**src/rtl/onehot_encoder_pipe_if.sv**
```systemverilog
// Valid/ready bundle for onehot_encoder_pipe: request lines in, encoded index out.
// The design takes the slave modport and its driver takes the master modport.
interface onehot_encoder_pipe_if #(
   parameter int N = 8
);
   localparam int W = $clog2(N);

   logic [N-1:0] in_data;
   logic         in_valid;
   logic         in_ready;
   logic [W-1:0] out_code;
   logic         out_ok;
   logic         out_valid;
   logic         out_ready;

   modport master (
      output in_data, in_valid, out_ready,
      input  in_ready, out_code, out_ok, out_valid
   );

   modport slave (
      input  in_data, in_valid, out_ready,
      output in_ready, out_code, out_ok, out_valid
   );
endinterface

```
**src/rtl/onehot_encoder_pipe.sv**
```systemverilog
// Registered N-to-log2(N) encoder with valid/ready on both sides; strict one-hot or highest-index-wins.
// Define ONEHOT_ENC_ERRCNT_EN to add the saturating illegal-beat counter (err_clr/err_cnt ports).
module onehot_encoder_pipe #(
   parameter int N        = 8,
   parameter int PRIORITY = 0
) (
   input  logic                  clk,
   input  logic                  rst,
   onehot_encoder_pipe_if.slave  bus
`ifdef ONEHOT_ENC_ERRCNT_EN
   ,
   input  logic                  err_clr,
   output logic [7:0]            err_cnt
`endif
);
   localparam int W = $clog2(N);

   logic [W-1:0] enc_code;
   logic         enc_ok;
   logic [W-1:0] code_reg;
   logic         ok_reg;
   logic         valid_reg;
   logic         accept;

   // Bit b of the code is set by every input line whose index has bit b set.
   function automatic logic [N-1:0] bit_mask(input int b);
      logic [N-1:0] m;
      m = '0;
      for (int i = 0; i < N; i++) begin
         m[i] = ((i >> b) & 1) != 0;
      end
      return m;
   endfunction

   generate
      if (PRIORITY != 0) begin : g_prio
         always_comb begin
            enc_code = '0;
            for (int i = 0; i < N; i++) begin
               if (bus.in_data[i]) begin
                  enc_code = W'(i);
               end
            end
         end
         assign enc_ok = |bus.in_data;
      end else begin : g_strict
         logic [N-1:0] data;
         logic [W-1:0] or_bits;
         logic         single;

         assign data   = bus.in_data;
         // Nonzero with no second bit set: clearing the lowest set bit leaves zero.
         assign single = (data != '0) && ((data & (data - N'(1))) == '0);

         for (genvar gi = 0; gi < W; gi++) begin : g_bit
            assign or_bits[gi] = |(data & bit_mask(gi));
         end

         assign enc_code = single ? or_bits : '0;
         assign enc_ok   = single;
      end
   endgenerate

   assign bus.in_ready = !valid_reg || bus.out_ready;
   assign accept       = bus.in_valid && bus.in_ready;

   always_ff @(posedge clk or posedge rst) begin
      if (rst) begin
         valid_reg <= 1'b0;
         code_reg  <= '0;
         ok_reg    <= 1'b0;
      end else if (accept) begin
         valid_reg <= 1'b1;
         code_reg  <= enc_code;
         ok_reg    <= enc_ok;
      end else if (bus.out_ready) begin
         valid_reg <= 1'b0;
      end
   end

   assign bus.out_valid = valid_reg;
   assign bus.out_code  = code_reg;
   assign bus.out_ok    = ok_reg;

`ifdef ONEHOT_ENC_ERRCNT_EN
   logic [7:0] err_cnt_reg;

   // Clear wins over a same-cycle illegal beat; the count sticks at 255.
   always_ff @(posedge clk or posedge rst) begin
      if (rst) begin
         err_cnt_reg <= 8'd0;
      end else if (err_clr) begin
         err_cnt_reg <= 8'd0;
      end else if (accept && !enc_ok && (err_cnt_reg != 8'hFF)) begin
         err_cnt_reg <= err_cnt_reg + 8'd1;
      end
   end

   assign err_cnt = err_cnt_reg;
`endif
endmodule

```
**src/flat_wrapper.sv**
```systemverilog
// flat-port wrapper written by rule: the top's interface ports become plain ports
module onehot_encoder_pipe_flat 
#(
   parameter int N        = 8,
   parameter int PRIORITY = 0
)
  (clk, rst, bus_in_data, bus_in_valid, bus_out_ready, bus_in_ready, bus_out_code, bus_out_ok, bus_out_valid);
  onehot_encoder_pipe_if #(.N(N)) bus_i ();
  input  logic clk;
  input  logic rst;
  input wire logic [$bits(bus_i.in_data)-1:0] bus_in_data;
  input wire logic [$bits(bus_i.in_valid)-1:0] bus_in_valid;
  input wire logic [$bits(bus_i.out_ready)-1:0] bus_out_ready;
  output wire logic [$bits(bus_i.in_ready)-1:0] bus_in_ready;
  output wire logic [$bits(bus_i.out_code)-1:0] bus_out_code;
  output wire logic [$bits(bus_i.out_ok)-1:0] bus_out_ok;
  output wire logic [$bits(bus_i.out_valid)-1:0] bus_out_valid;
  assign bus_i.in_data = bus_in_data;
  assign bus_i.in_valid = bus_in_valid;
  assign bus_i.out_ready = bus_out_ready;
  assign bus_in_ready = bus_i.in_ready;
  assign bus_out_code = bus_i.out_code;
  assign bus_out_ok = bus_i.out_ok;
  assign bus_out_valid = bus_i.out_valid;
  onehot_encoder_pipe #(.N(N), .PRIORITY(PRIORITY)) u_core (.clk(clk), .rst(rst), .bus(bus_i));
endmodule
```
**config.mk**
```make
export PLATFORM = sky130hd
export DESIGN_NAME = onehot_encoder_pipe_flat
export DESIGN_NICKNAME = d
export VERILOG_FILES = /design/src/rtl/onehot_encoder_pipe_if.sv /design/src/rtl/onehot_encoder_pipe.sv /design/src/flat_wrapper.sv
export SDC_FILE = /design/constraint.sdc
export NUM_CORES = 1
export LEC_CHECK = 0
export CAP_MARGIN = 25
export CORE_AREA = 10 10 47 49
export DETAILED_ROUTE_END_ITERATION = 12
export DIE_AREA = 0 0 57 59
export PLACE_DENSITY_LB_ADDON = 0.2
export SYNTH_ARGS = -nofsm -noshare
export SYNTH_HDL_FRONTEND = slang
export SYNTH_SLANG_ARGS = --single-unit
export TNS_END_PERCENT = 30
```
**constraint.sdc**
```tcl
create_clock -name clk -period 1.6 [get_ports clk]
set_input_delay 0.32 -clock clk [delete_from_list [all_inputs] [get_ports clk]]
set_output_delay 0.32 -clock clk [all_outputs]
set_load 0.01 [all_outputs]
```
# After elaboration in Yosys (flattened, before gate mapping)
# Index checks and enable logic that the tools add are counted.
dict set report classes {
  addsub 1
  mux 3
  bitwise 1
  reduce_logical 10
}
# cell n
set op_table {}
lappend op_table {{4-bit OR reduction} 3}
lappend op_table {{8-bit bitwise AND} 1}
lappend op_table {{8-bit logical NOT} 1}
lappend op_table {{8-bit nonzero test} 1}
lappend op_table {{8-bit by 1-bit subtractor with 8-bit output, second input constant} 1}
lappend op_table {{3-bit 2-to-1 mux} 1}
lappend op_table {{1-bit logical AND} 2}
lappend op_table {{1-bit 2-to-1 mux} 2}
lappend op_table {{2-bit nonzero test} 1}
lappend op_table {{1-bit logical NOT} 1}
lappend op_table {{1-bit logical OR} 1}
dict set report totals {
  register_bits 5
  input_bits 12
  word_cells 18
}

# Longest topological paths before layout
# Gate-level depths: netlist of run 1.
dict set report depth {
  depth_word 5
  ltp_mapped 4
  depth_no_buf 4
}

# Worst setup path before layout of run 1
# Ideal clock, no wire load.
dict set report synth_path {
  path_type {input to register}
  startpoint {input port bus_in_data[1]}
  endpoint {register u_core.code_reg[0] (netlist: u_core.bus.out_code[0])}
  setup_ns 0.121
  arrival_time_ns 1.188
  path_slack_ns 0.291
  path_stages 2
  n_path_buf 0
  path_cell_list {or4_2 a22o_2}
}
dict set report synth_via {
  elab_chain_len 5
}
# item line_no
set synth_lines {}
lappend synth_lines {{start: declaration} flat_wrapper.sv:11} ;# input wire logic [$bits(bus_i.in_data)-1:0] bus_in_data;
lappend synth_lines {{8-bit by 1-bit subtractor with 8-bit output} onehot_encoder_pipe.sv:53} ;# assign single = (data != '0) && ((data & (data - N'(1))) == '0);
lappend synth_lines {{8-bit bitwise AND} onehot_encoder_pipe.sv:53}
lappend synth_lines {{8-bit logical NOT} onehot_encoder_pipe.sv:53}
lappend synth_lines {{1-bit logical AND} onehot_encoder_pipe.sv:53}
lappend synth_lines {{3-bit 2-to-1 mux *} onehot_encoder_pipe.sv:59} ;# assign enc_code = single ? or_bits : '0;
lappend synth_lines {{end signal: assignment} onehot_encoder_pipe.sv:74} ;# code_reg <= enc_code;
lappend synth_lines {{end: declaration} onehot_encoder_pipe.sv:20} ;# logic [W-1:0] code_reg;
# Mark *: on every way between the ends. The rest lies on a longest branch, timed or not.
# A chain may end at the register's enable or synchronous reset.

# Worst setup path after layout of run 1
# Ends and elaborated chain as after synthesis.

==> results summary, run 1 <==
The critical path is of the input port to flop type. After layout, the design draws a total of about 370 µW. The post-detailed-placement half-perimeter wirelength is 790 µm.

The total I/O pin count came out at 18. The mux contribution to synthesized area is 0%. Setup slack on the worst reg-to-reg path comes out at 0.47 ns. The share of the synthesized netlist area taken by xor and xnor gates came out at 0%.

The detailed router's first-iteration violation count came out at 7. TritonCTS built the clock tree. CTS built an H-tree with a depth of 1. The initial standard-cell utilization of the core came out at between 20% and 30%. The total wire length after detailed routing is 959 µm. In this run the power spent charging and discharging nets is 91.0 µW. The overall die width came out at 57 µm.

The worst-case IR drop observed on VDD is between 0.2 and 0.25 mV. The wire length of the first global-routing pass is 1640 µm. The maximum frequency from static timing analysis is 0.644 GHz.

The number of warnings reported in the yosys synthesis log is 0. The startpoint identified for the worst register-to-register timing path is u_core.bus.out_valid. Global routing finished with a remaining overflow of 0. The placed instance area is 523 µm². The layout cell share with drive strength beyond 1 came out at 26.8%. The total core area came out at 1400 µm². The count of cells along the worst register-to-register path is 5. The number of antenna violations at the first check in global routing came out at 0. Of the total power, the clock network draws 39.6%. Clock-pin slew was measured on the worst setup and hold paths at roughly 0.040 ns. The clock buffer count from CTS came out at 3.

The net count reported at finish is 69. The floorplan die area came out at roughly 3400 µm². Counting every sink on the clock net gives 5. The total of max-cap violations came out at 0. The min-delay analysis places its worst path in the category input port to async pin. The remaining max-slew budget at the tightest pin came out at between 70 and 80%. The sequential fraction of design power is 36.4%. The number of setup violations in the final report is 0.

The setup TNS came out at 0 ns. The number of buffers inserted to repair setup after CTS came out at 0. Across every metal layer, demand over resource in global routing totals 6.12%. The area of the mapped netlist came out at 310 µm².

The routed design could run at a clock period as short as 1.55 ns. In this run the critical register-to-register path is captured at u_core.bus.out_code[1]. The worst setup path is captured at a flop. Across the routed clock network, the largest skew measured is between 0.0015 and 0.002 ns. Hold timing on the final database bottoms out at a slack of ~0.28 ns. Synthesis produced a netlist with a net count of 44.

The pin count of the biggest net entering global routing came out at 8. The final hold violation count is 0. The final antenna-violating net count came out at 0.

The mean number of vias per cell is about 5. The post-synthesis simple-gate area fraction is 34.7%. For the pin with the worst max-slew slack, the measured transition is 0.352 ns. The post-synthesis instance total came out at 32.

The pre-antenna-repair detailed-routing pass consisted of 2 iterations. The static power due to leakage came out at about 0.27 nW. The synthesized area per cell came out at 9.70 µm².

In this run the worst path has a maximum fanout of 4. The post-route core utilization is 41.7%. The post-synthesis cell type count is 19. The final critical path takes up 97.1% of the cycle. Data on the critical path is required at its endpoint by 1.73 ns. The power density over the cells is between 600 and 700 nW/µm². The number of global-route vias before repair came out at approximately 400.

After synthesis, flip-flops and latches occupy 40.3% of the total area. The startpoint type of the worst setup path is an input port. After detailed routing, the number of remaining DRC violations is 0.

The tree is rooted in a sky130_fd_sc_hd__clkbuf_4. The detailed-routed wire length on met2 is roughly 460 µm. The finished cells cover between 500 and 600 µm². The fraction of power spent switching nets is 24.8%. The floorplan has 14 rows.

The run finished with clean final reports. The detail-routed net length per standard cell came out at roughly 13 µm. The area growth from synthesis to final layout came out at 88.3%.

The share of synthesized cell area in full adder, half adder and majority cells is 0%. The wire length on met1 came out at 404 µm. The max-slew violation count came out at 0. The number of synthesized register bits came out at 5. In this run the tool buffered the top-level ports with 17 buffer cells.

The routability congestion estimate from global placement came out at ~0.7. The antenna diode count is 0. The number of filler instances in the final layout is between 150 and 200. The worst setup margin came out at 0.0471 ns. Cell internal power was estimated by the tool at 276 µW. The combinational share of power came out at 24.0%. After synthesis, the largest family of logic cells by area is simple AND/OR/NAND/NOR gates. The top routing layer in use is met4. The non-filler instance count after layout came out at 72. The cell count after placement came out at roughly 70. After clock tree synthesis, the flow added hold-fix buffers numbering 0. The number of vias after detailed routing is 365. The worst setup slack before clock tree synthesis is -0.332 ns. The maximum number of buffers from clock root to sink is 2. The met3 wirelength from detailed routing is 81 µm. The critical path arrival is between 1.5 and 2 ns.

The post-synthesis compound-gate area fraction is 22.6%. The floorplan die height came out at 59 µm. The worst-skew pair later-pin latency is 0.24 ns.
registers in the layout, indices dropped and copies added, names as in the netlist:
signal,flops
u_core.bus.out_code,3
u_core.bus.out_ok,1
u_core.bus.out_valid,1
how the worst max path moves through the flow:
| stage | startpoint | endpoint | depth (start not counted) |
|---|---|---|---|
| detailed placement | bus_in_data[3] | u_core.bus.out_code[1] | 5 |
| floorplan | bus_in_data[1] | u_core.bus.out_code[0] | 2 |
| CTS | bus_in_data[3] | u_core.bus.out_code[1] | 5 |
| global route | bus_in_data[1] | u_core.bus.out_code[0] | 5 |
| finish | bus_in_data[1] | u_core.bus.out_code[0] | 3 |
| global placement | bus_in_data[3] | u_core.bus.out_code[1] | 5 |
worst max-delay path: stages:
cell and delay [ns]:
sky130_fd_sc_hd__clkdlybuf4s50_1 0.45, sky130_fd_sc_hd__or4_2 0.67, sky130_fd_sc_hd__a22o_2 0.24
power groups by stage:
stage	Combinational [mW]	Sequential, mW	Clock, mW
floorplan	0.0238	0.137	0
global placement	0.0855	0.135	0
detailed placement	0.0855	0.135	0
CTS	0.0844	0.134	0.151
global route	0.0977	0.134	0.159
finish	0.0880	0.133	0.145
per-layer routing:
metal / global-route usage [%] / vias to the layer above
met1: 6.61 / 169
met3: 3.00 / 2
li1: - / 179
met2: 8.37 / 15
met5: 0 / -
met4: 6.04 / 0
layout by cell type (no fill, tap or decap), drive strengths merged:
cell           synthesis  routed
a22oi                  1       1
nand4                  2       2
clkdlybuf4s50          0      11
or2                    1       1
dlygate4sd2            0       1
inv                    2       2
buf                    0       3
nand2                  1       1
a22o                   3       3
nor4b                  3       3
dlymetal6s2s           0       5
clkbuf                 0       4
o22ai                  1       1
a211oi                 1       1
o21ai                  1       1
dfrtp                  5       5
or3                    2       2
a21o                   1       1
nand2b                 2       2
nor4                   2       2
or4                    2       2
a31oi                  1       1
nor2                   1       1
cells in the mapped netlist, drive strengths merged:
library cell / n / area share, %
a21o: 1 / 2.8
a31oi: 1 / 2.0
or2: 1 / 2.0
nand2b: 2 / 4.0
nor2: 1 / 1.2
a211oi: 1 / 2.4
inv: 2 / 2.4
nor4: 2 / 4.0
nand2: 1 / 1.2
o22ai: 1 / 2.0
o21ai: 1 / 1.6
a22oi: 1 / 2.4
or4: 2 / 5.6
nand4: 2 / 4.0
nor4b: 3 / 8.5
or3: 2 / 4.0
a22o: 3 / 9.3
dfrtp: 5 / 40
final cells by class:
class	count	area, µm²	share of cell area, %
Clock buffer	4	26.3	4.50
Multi-Input combinational cell	25	201	34.5
Sequential cell	5	125	21.4
Inverter	2	7.51	1.28
Tap cell	16	20.0	3.43
Timing Repair Buffer	20	204	34.9
cells by family after synthesis:
| family | count (synthesis) |
|---|---|
| buffers and inverters | 2 |
| AO/OA/AOI/OAI | 9 |
| flip-flops | 5 |
| AND/OR/NAND/NOR | 16 |
repair_timing:
action,4_1_cts,5_1_grt
cloned,0,0
endpoints found under the setup margin,5,4
pin swaps,1,0
gates resized for setup,1,10
Note: power is estimated with default switching activity, not from simulation.
==> inputs of run 2 (changes only) <==
- DONT_BUFFER_PORTS: not set -> 1
==> run 2 against run 1 <==
Against the previous run:
- routed wire length decreased by 9.9%
- global-route usage fell by 0.11 points
- sequential share of layout area is 13 points higher
- hold slack got worse by 0.096 ns
- first-iteration DRC count down 43%
- critical path depth up 1
- cell count shrank 26%
==> results summary, run 2 (synthesis gave the netlist of run 1 again) <==
The setup TNS is 0 ns (unchanged). The flow ran to the end, and the final reports show no timing, DRC or antenna violations. The slew at the pin closest to its max-slew limit is 0.329 ns (-0.0229 ns). The maximum fanout count along the critical path is 5 (+1).

The overall routing resource usage was 6.01% (-0.11 points). The final hold violation count was 0 (unchanged). The total wire length after detailed routing came to 864 µm (-9.9%). The post-detailed-placement half-perimeter wirelength is 726 µm (-8.1%). The maximum number of buffers from clock root to sink came out at 2 (unchanged). The layout cell share with drive strength beyond 1 came to 21.6% (-5.2 points). The worst setup margin is 0.270 ns (+0.223 ns). The final antenna-violating net count came out at 0 (unchanged). The static power due to leakage is 0.144 nW (-47%).

The global-route congestion overflow total came out at 0 (unchanged). The number of antenna violations at the first check in global routing came to 0 (unchanged). The worst clock skew is 0.00191 ns (+0.000238 ns). The overall die width came out at 57 µm (unchanged). The cell at the root of the clock tree is sky130_fd_sc_hd__clkbuf_4. The library cells used most frequently in the layout, excluding fill and tap cells, are sky130_fd_sc_hd__dfrtp_1 (5), sky130_fd_sc_hd__nor4b_1 (3), sky130_fd_sc_hd__clkbuf_4 (3). The detail-routed net length per standard cell is 16.3 µm (+22%). Leaving out fill and tap cells, the most frequent cell in the layout is sky130_fd_sc_hd__dfrtp_1. The number of sinks driven by the clock tree is 5 (unchanged). The number of iterations in the first detailed-routing pass came out at 2 (unchanged).

The number of vias after detailed routing is 290 (-21%). The power density over the cells is 844 nW/µm² (+34%). The worst vdd rail ir drop is 0.135 mV (-37%). The worst-skew pair later-pin latency came out at 0.24 ns (about the same). The min-delay analysis places its worst path in the category input port to flop. The total core area is 1400 µm² (unchanged). The total of max-cap violations came out at 0 (unchanged). The post-route minimum period came out at 1.33 ns (-0.223 ns).

The wire length of the first global-routing pass is 1550 µm (-5.9%). The area of combinational cells with multiple inputs came to 178 µm² (-12%). The number of global-route vias before repair was 336 (-15%). The area growth from synthesis to final layout came out at 18.1%. The clock-pin slew of the registers on the worst-case setup and hold paths came to 0.04 ns (about the same). The number of buffers inserted by port buffering came out at 0 (-17).

The floorplan die area is 3360 µm² (unchanged). The combined flip-flop and latch cell area is 125 µm² (unchanged). The initial standard-cell utilization of the core is 22.1% (unchanged). The worst setup path is captured at a flop.

The category of the most critical setup path is flop to flop. The final clock period utilization by the worst path is 83.1% (-14 points). The clock buffer count from CTS came out at 3 (unchanged).

The worst setup slack before clock tree synthesis was 0.253 ns (+0.585 ns). The non-filler instance count after layout came out at 53 (-26%). The remaining max-slew budget at the tightest pin came out at 78.1% (+1.9 points). The critical path arrival is 1.51 ns (-0.17 ns). The total I/O pin count came out at 18 (unchanged). The max-slew violation count came out at 0 (unchanged). The number of standard-cell rows in the floorplan came to 14 (unchanged). The number of buffers inserted to repair setup after CTS is 0 (unchanged).

The mean number of vias per cell came out at 5.47 (+7.9%). The CTS tree is yes. Setup repair after global routing left no endpoint under its margin.

The cell count after placement is 48 (-29%). The number of filler instances in the final layout is 162 (+1.9%). The detailed router's first-iteration violation count is 4 (-3). The DRC violation count after routing is 0 (unchanged).

The net count reported at finish is 50 (-28%). The count of H-tree levels built during CTS is 1 (unchanged). The routability congestion estimate from global placement came to 0.655 (-6.7%). The flip-flop count of the largest register, all copies and words added is 3 (unchanged). The required time of the critical path is 1.78 ns (+0.05 ns).

The maximum frequency from static timing analysis is 0.752 GHz (+17%). The pin count of the biggest net entering global routing is 8 (unchanged). The number of setup violations in the final report is 0 (unchanged).

The floorplan die height is 59 µm (unchanged). The worst setup path is launched from a flop. The final non-filler cell area came out at 367 µm² (-37%). The placed instance area is 330 µm² (-37%).

The antenna diode count is 0 (unchanged).
[run 2: cell count changes in the layout (fill, tap and decap cells not counted), sizes merged]
cell and change:
clkdlybuf4s50 -11, dlygate4sd3 +1, dlymetal6s2s -5, buf -3
dlygate4sd2 -1
[run 2: per-layer routing]
layer | track usage [%] | up-vias | part of all wire (%)
met5 | 0 | - | 0
met4 | 7.05 | 0 | 3.4
met3 | 4.51 | 2 | 20
met2 | 7.91 | 18 | 41
met1 | 5.46 | 128 | 36
li1 | - | 142 | -
[run 2: worst max-delay path: stages, from the launching register on]
cell and delay, ns:
sky130_fd_sc_hd__dfrtp_1 0.41, sky130_fd_sc_hd__nand2b_1 0.24, sky130_fd_sc_hd__nand4_1 0.12, sky130_fd_sc_hd__o22ai_1 0.31
sky130_fd_sc_hd__a22o_2 0.19
[run 2: final cells by class]
type,instances,share of cell area (%)
Clock buffer,4,7.17
Inverter,2,2.05
Multi-Input combinational cell,25,48.5
Sequential cell,5,34.1
Tap cell,16,5.46
Timing Repair Buffer,1,2.73
[run 2: power by group]
part / internal [mW] / leakage (nW) / switching, mW
clock network: 0.0942 / 0.0150 / 0.0500
registers: 0.131 / 0.0664 / 0.00517
logic: 0.0147 / 0.0623 / 0.0144
[run 2: metrics by stage]
stage	hold WS (ns)	util, %	total power [mW]
6_report	0.188	26.2	0.309
5_1_grt	0.205	26.2	0.332
4_1_cts	0.178	26.2	0.319
3_5_place_dp	0.118	23.6	0.166
3_3_place_gp	0.112	23.6	0.166
2_1_floorplan	0.0985	-	0.161
[run 2: path summary, 6_finish.rpt]
path,start,end,slack [ns],cells past startpoint
worst max-delay path,u_core.bus.out_valid,u_core.bus.out_code[0],0.27,4
worst min-delay path,bus_in_valid,u_core.bus.out_valid,0.19,1
min in group asynchronous,rst,u_core.bus.out_code[1],0.42,2
worst min register to register,u_core.bus.out_ok,u_core.bus.out_ok,0.57,1
worst max register to register,u_core.bus.out_valid,u_core.bus.out_code[0],0.27,4
max in group asynchronous,rst,u_core.bus.out_code[2],1.02,2
[run 2: what timing repair did]
item                                    CTS  global route
endpoints found under the hold margin     5             0
hold buffers                              1             0
gates resized for setup                   0             0
endpoints found under the setup margin    0             0
==> inputs of run 3 (changes only) <==
- clock period: 1.6 -> 1.2 ns (I/O delays scaled with it)
==> run 3 against run 2 <==
Against the previous run:
- worst setup slack got worse by 0.22 ns
- non-clock buffer count up 2
- sequential cell count unchanged
- critical path depth decreased by 2
- die area stayed put
- clock-buffer cell count is the same
- clock skew up 0.00083 ns
==> results summary, run 3 (synthesis gave the netlist of run 1 again) <==
The number of buffers inserted by port buffering came to 0 (unchanged). The final-layout worst hold slack was 0.115 ns (-0.0723 ns). The maximum number of buffers from clock root to sink came to 2 (unchanged). The max-slew violation count came to 0 (unchanged). The number of filler instances in the final layout is 164 (+1.2%). The number of standard-cell rows in the floorplan is 14 (unchanged). The non-filler instance count after layout is 55 (+3.8%).

The mean number of vias per cell is 5.56 (+1.7%). The number of antenna violations at the first check in global routing came out at 0 (unchanged). The initial standard-cell utilization of the core is 22.1% (unchanged). The number of global-route vias before repair is 319 (-5.1%). The flow ran to the end, and the final reports show no timing, DRC or antenna violations. The setup TNS came out at 0 ns (unchanged). The antenna diode count came out at 0 (unchanged). The required time of the critical path came out at 0.96 ns (-0.82 ns). The cell count after placement came out at 50 (+4.2%). The count of H-tree levels built during CTS is 1 (unchanged).

The post-route minimum period came out at 1.15 ns. The worst vdd rail ir drop came to 0.246 mV (+82%). STA classifies the critical path startpoint as a flop. The reg-to-reg endpoint is u_core.bus.out_code[0].

The number of sinks driven by the clock tree is 5 (unchanged). The maximum frequency from static timing analysis is 0.870 GHz. The final hold violation count came out at 0 (unchanged). The critical path in this run is classified as flop to output port. The remaining max-slew budget at the tightest pin came out at 80.8% (+2.7 points). The pin count of the biggest net entering global routing came to 8 (unchanged).

The clock-pin slew of the registers on the worst-case setup and hold paths is 0.04 ns (about the same). Setup repair after global routing left no endpoint under its margin. Of the available clock period, the critical path in the final layout requires 95.8%. TritonCTS built the clock tree.

The top cell types in the final layout, fill and taps aside, are sky130_fd_sc_hd__dfrtp_1 (5), sky130_fd_sc_hd__nor4b_1 (3), sky130_fd_sc_hd__clkbuf_4 (3). The clock buffer count from CTS came out at 3 (unchanged). The number of gates given a new drive strength after cts is 0 (unchanged). The wire length of the first global-routing pass is 1510 µm (-2.2%).

The worst clock skew is 0.00274 ns (+0.000827 ns). The detailed router's first-iteration violation count is 2 (-2). The slew at the pin closest to its max-slew limit came out at 0.286 ns (-0.0432 ns). The net count reported at finish is 52 (+4.0%). The number of vias after detailed routing came out at 306 (+5.5%). The DRC violation count after routing came out at 0 (unchanged). The setup slack of the most critical reg-to-reg path came to 0.08 ns (-0.19 ns). The routability congestion estimate from global placement was 0.626 (-4.4%).

The overall die width is 57 µm (unchanged). The layout cell share with drive strength beyond 1 is 28.2% (+6.6 points). The quantity of hold-fixing buffers added after cts is 1 (unchanged).

The type of destination of the critical path is an output port. The start point of the critical path is u_core.bus.out_valid. The global-route congestion overflow total came out at 0 (unchanged). The worst-skew pair later-pin latency was 0.24 ns (about the same). The final antenna-violating net count came out at 0 (unchanged).

The count of cells along the worst register-to-register path is 4 (unchanged). The overall power of the completed layout came out at 422 µW (+36%). The cell at the root of the clock tree is sky130_fd_sc_hd__clkbuf_4. The number of buffers inserted to repair setup after CTS came out at 0 (unchanged). In this run the critical register-to-register path is launched from u_core.bus.out_valid. Following the worst setup path forward leads to its endpoint at bus_in_ready. The floorplan die area is 3360 µm² (unchanged). The power density over the cells is 1070 nW/µm² (+27%). The total core area came out at 1400 µm² (unchanged). The detail-routed net length per standard cell came out at 18.0 µm (+10%). The total of max-cap violations came out at 0 (unchanged).

The maximum fanout count along the critical path was 4 (-1). The total I/O pin count came out at 18 (unchanged). The post-detailed-placement half-perimeter wirelength is 821 µm (+13%). The critical path arrival came out at 0.91 ns (-0.60 ns). The number of setup violations in the final report came out at 0 (unchanged). The total wire length after detailed routing came out at 988 µm (+14%). The overall routing resource usage is 5.98% (-0.028 points). The flip-flop count of the largest register, all copies and words added came out at 3 (unchanged). Leaving out fill and tap cells, the most frequent cell in the layout is sky130_fd_sc_hd__dfrtp_1. The area of combinational cells with multiple inputs came out at 189 µm² (+6.3%). The floorplan die height came out at 59 µm (unchanged). The static power due to leakage was 0.156 nW (+8.8%). Compared with the post-synthesis result, the final layout area differs by 26.6%.

The combined flip-flop and latch cell area came to 125 µm² (unchanged). The type of the tightest min-delay check is input port to flop. The number of iterations in the first detailed-routing pass is 2 (unchanged).
[run 3: worst min-delay path by stage]
stage / startpoint / to / slack [ns] / cells past startpoint
3_3_place_gp: rst / u_core.bus.out_code[0] / 0.03 / 1
5_1_grt: bus_in_valid / u_core.bus.out_valid / 0.13 / 1
2_1_floorplan: rst / u_core.bus.out_code[0] / 0.02 / 1
3_5_place_dp: rst / u_core.bus.out_valid / 0.04 / 1
4_1_cts: bus_in_valid / u_core.bus.out_valid / 0.11 / 1
6_report: bus_in_valid / u_core.bus.out_valid / 0.12 / 1
[run 3: critical path, cell delays in order, from the launching register on]
cell and delay (ns):
sky130_fd_sc_hd__dfrtp_1 0.37, sky130_fd_sc_hd__nand2b_1 0.14, sky130_fd_sc_hd__buf_4 0.16
[run 3: area by class of cell]
class                           instances  area share [%]
Sequential cell                         5            31.8
Clock buffer                            4            6.69
Timing Repair Buffer                    3            6.37
Inverter                                2            1.91
Multi-Input combinational cell         25            48.1
Tap cell                               16            5.10
[run 3: metal layers]
layer	up-vias	track usage (%)	share of wire [%]
li1	145	-	-
met1	142	4.90	38
met2	17	9.15	43
met3	2	4.29	17
met4	0	6.04	2.3
met5	-	0	0
[run 3: where the power goes]
group | leakage, nW | internal, mW | switching, mW
clock network | 0.0150 | 0.126 | 0.0664
logic | 0.0749 | 0.0267 | 0.0232
registers | 0.0664 | 0.175 | 0.00559
total | 0.156 | 0.327 | 0.0952
[run 3: metrics by stage]
stage,util [%],cell area [µm²],worst slack (ns)
floorplan,-,322,-0.00559
finish,28.0,393,0.0502
global placement,25.4,357,-0.0470
detailed placement,25.4,357,-0.104
global route,28.0,393,0.00219
CTS,28.0,393,0.0319
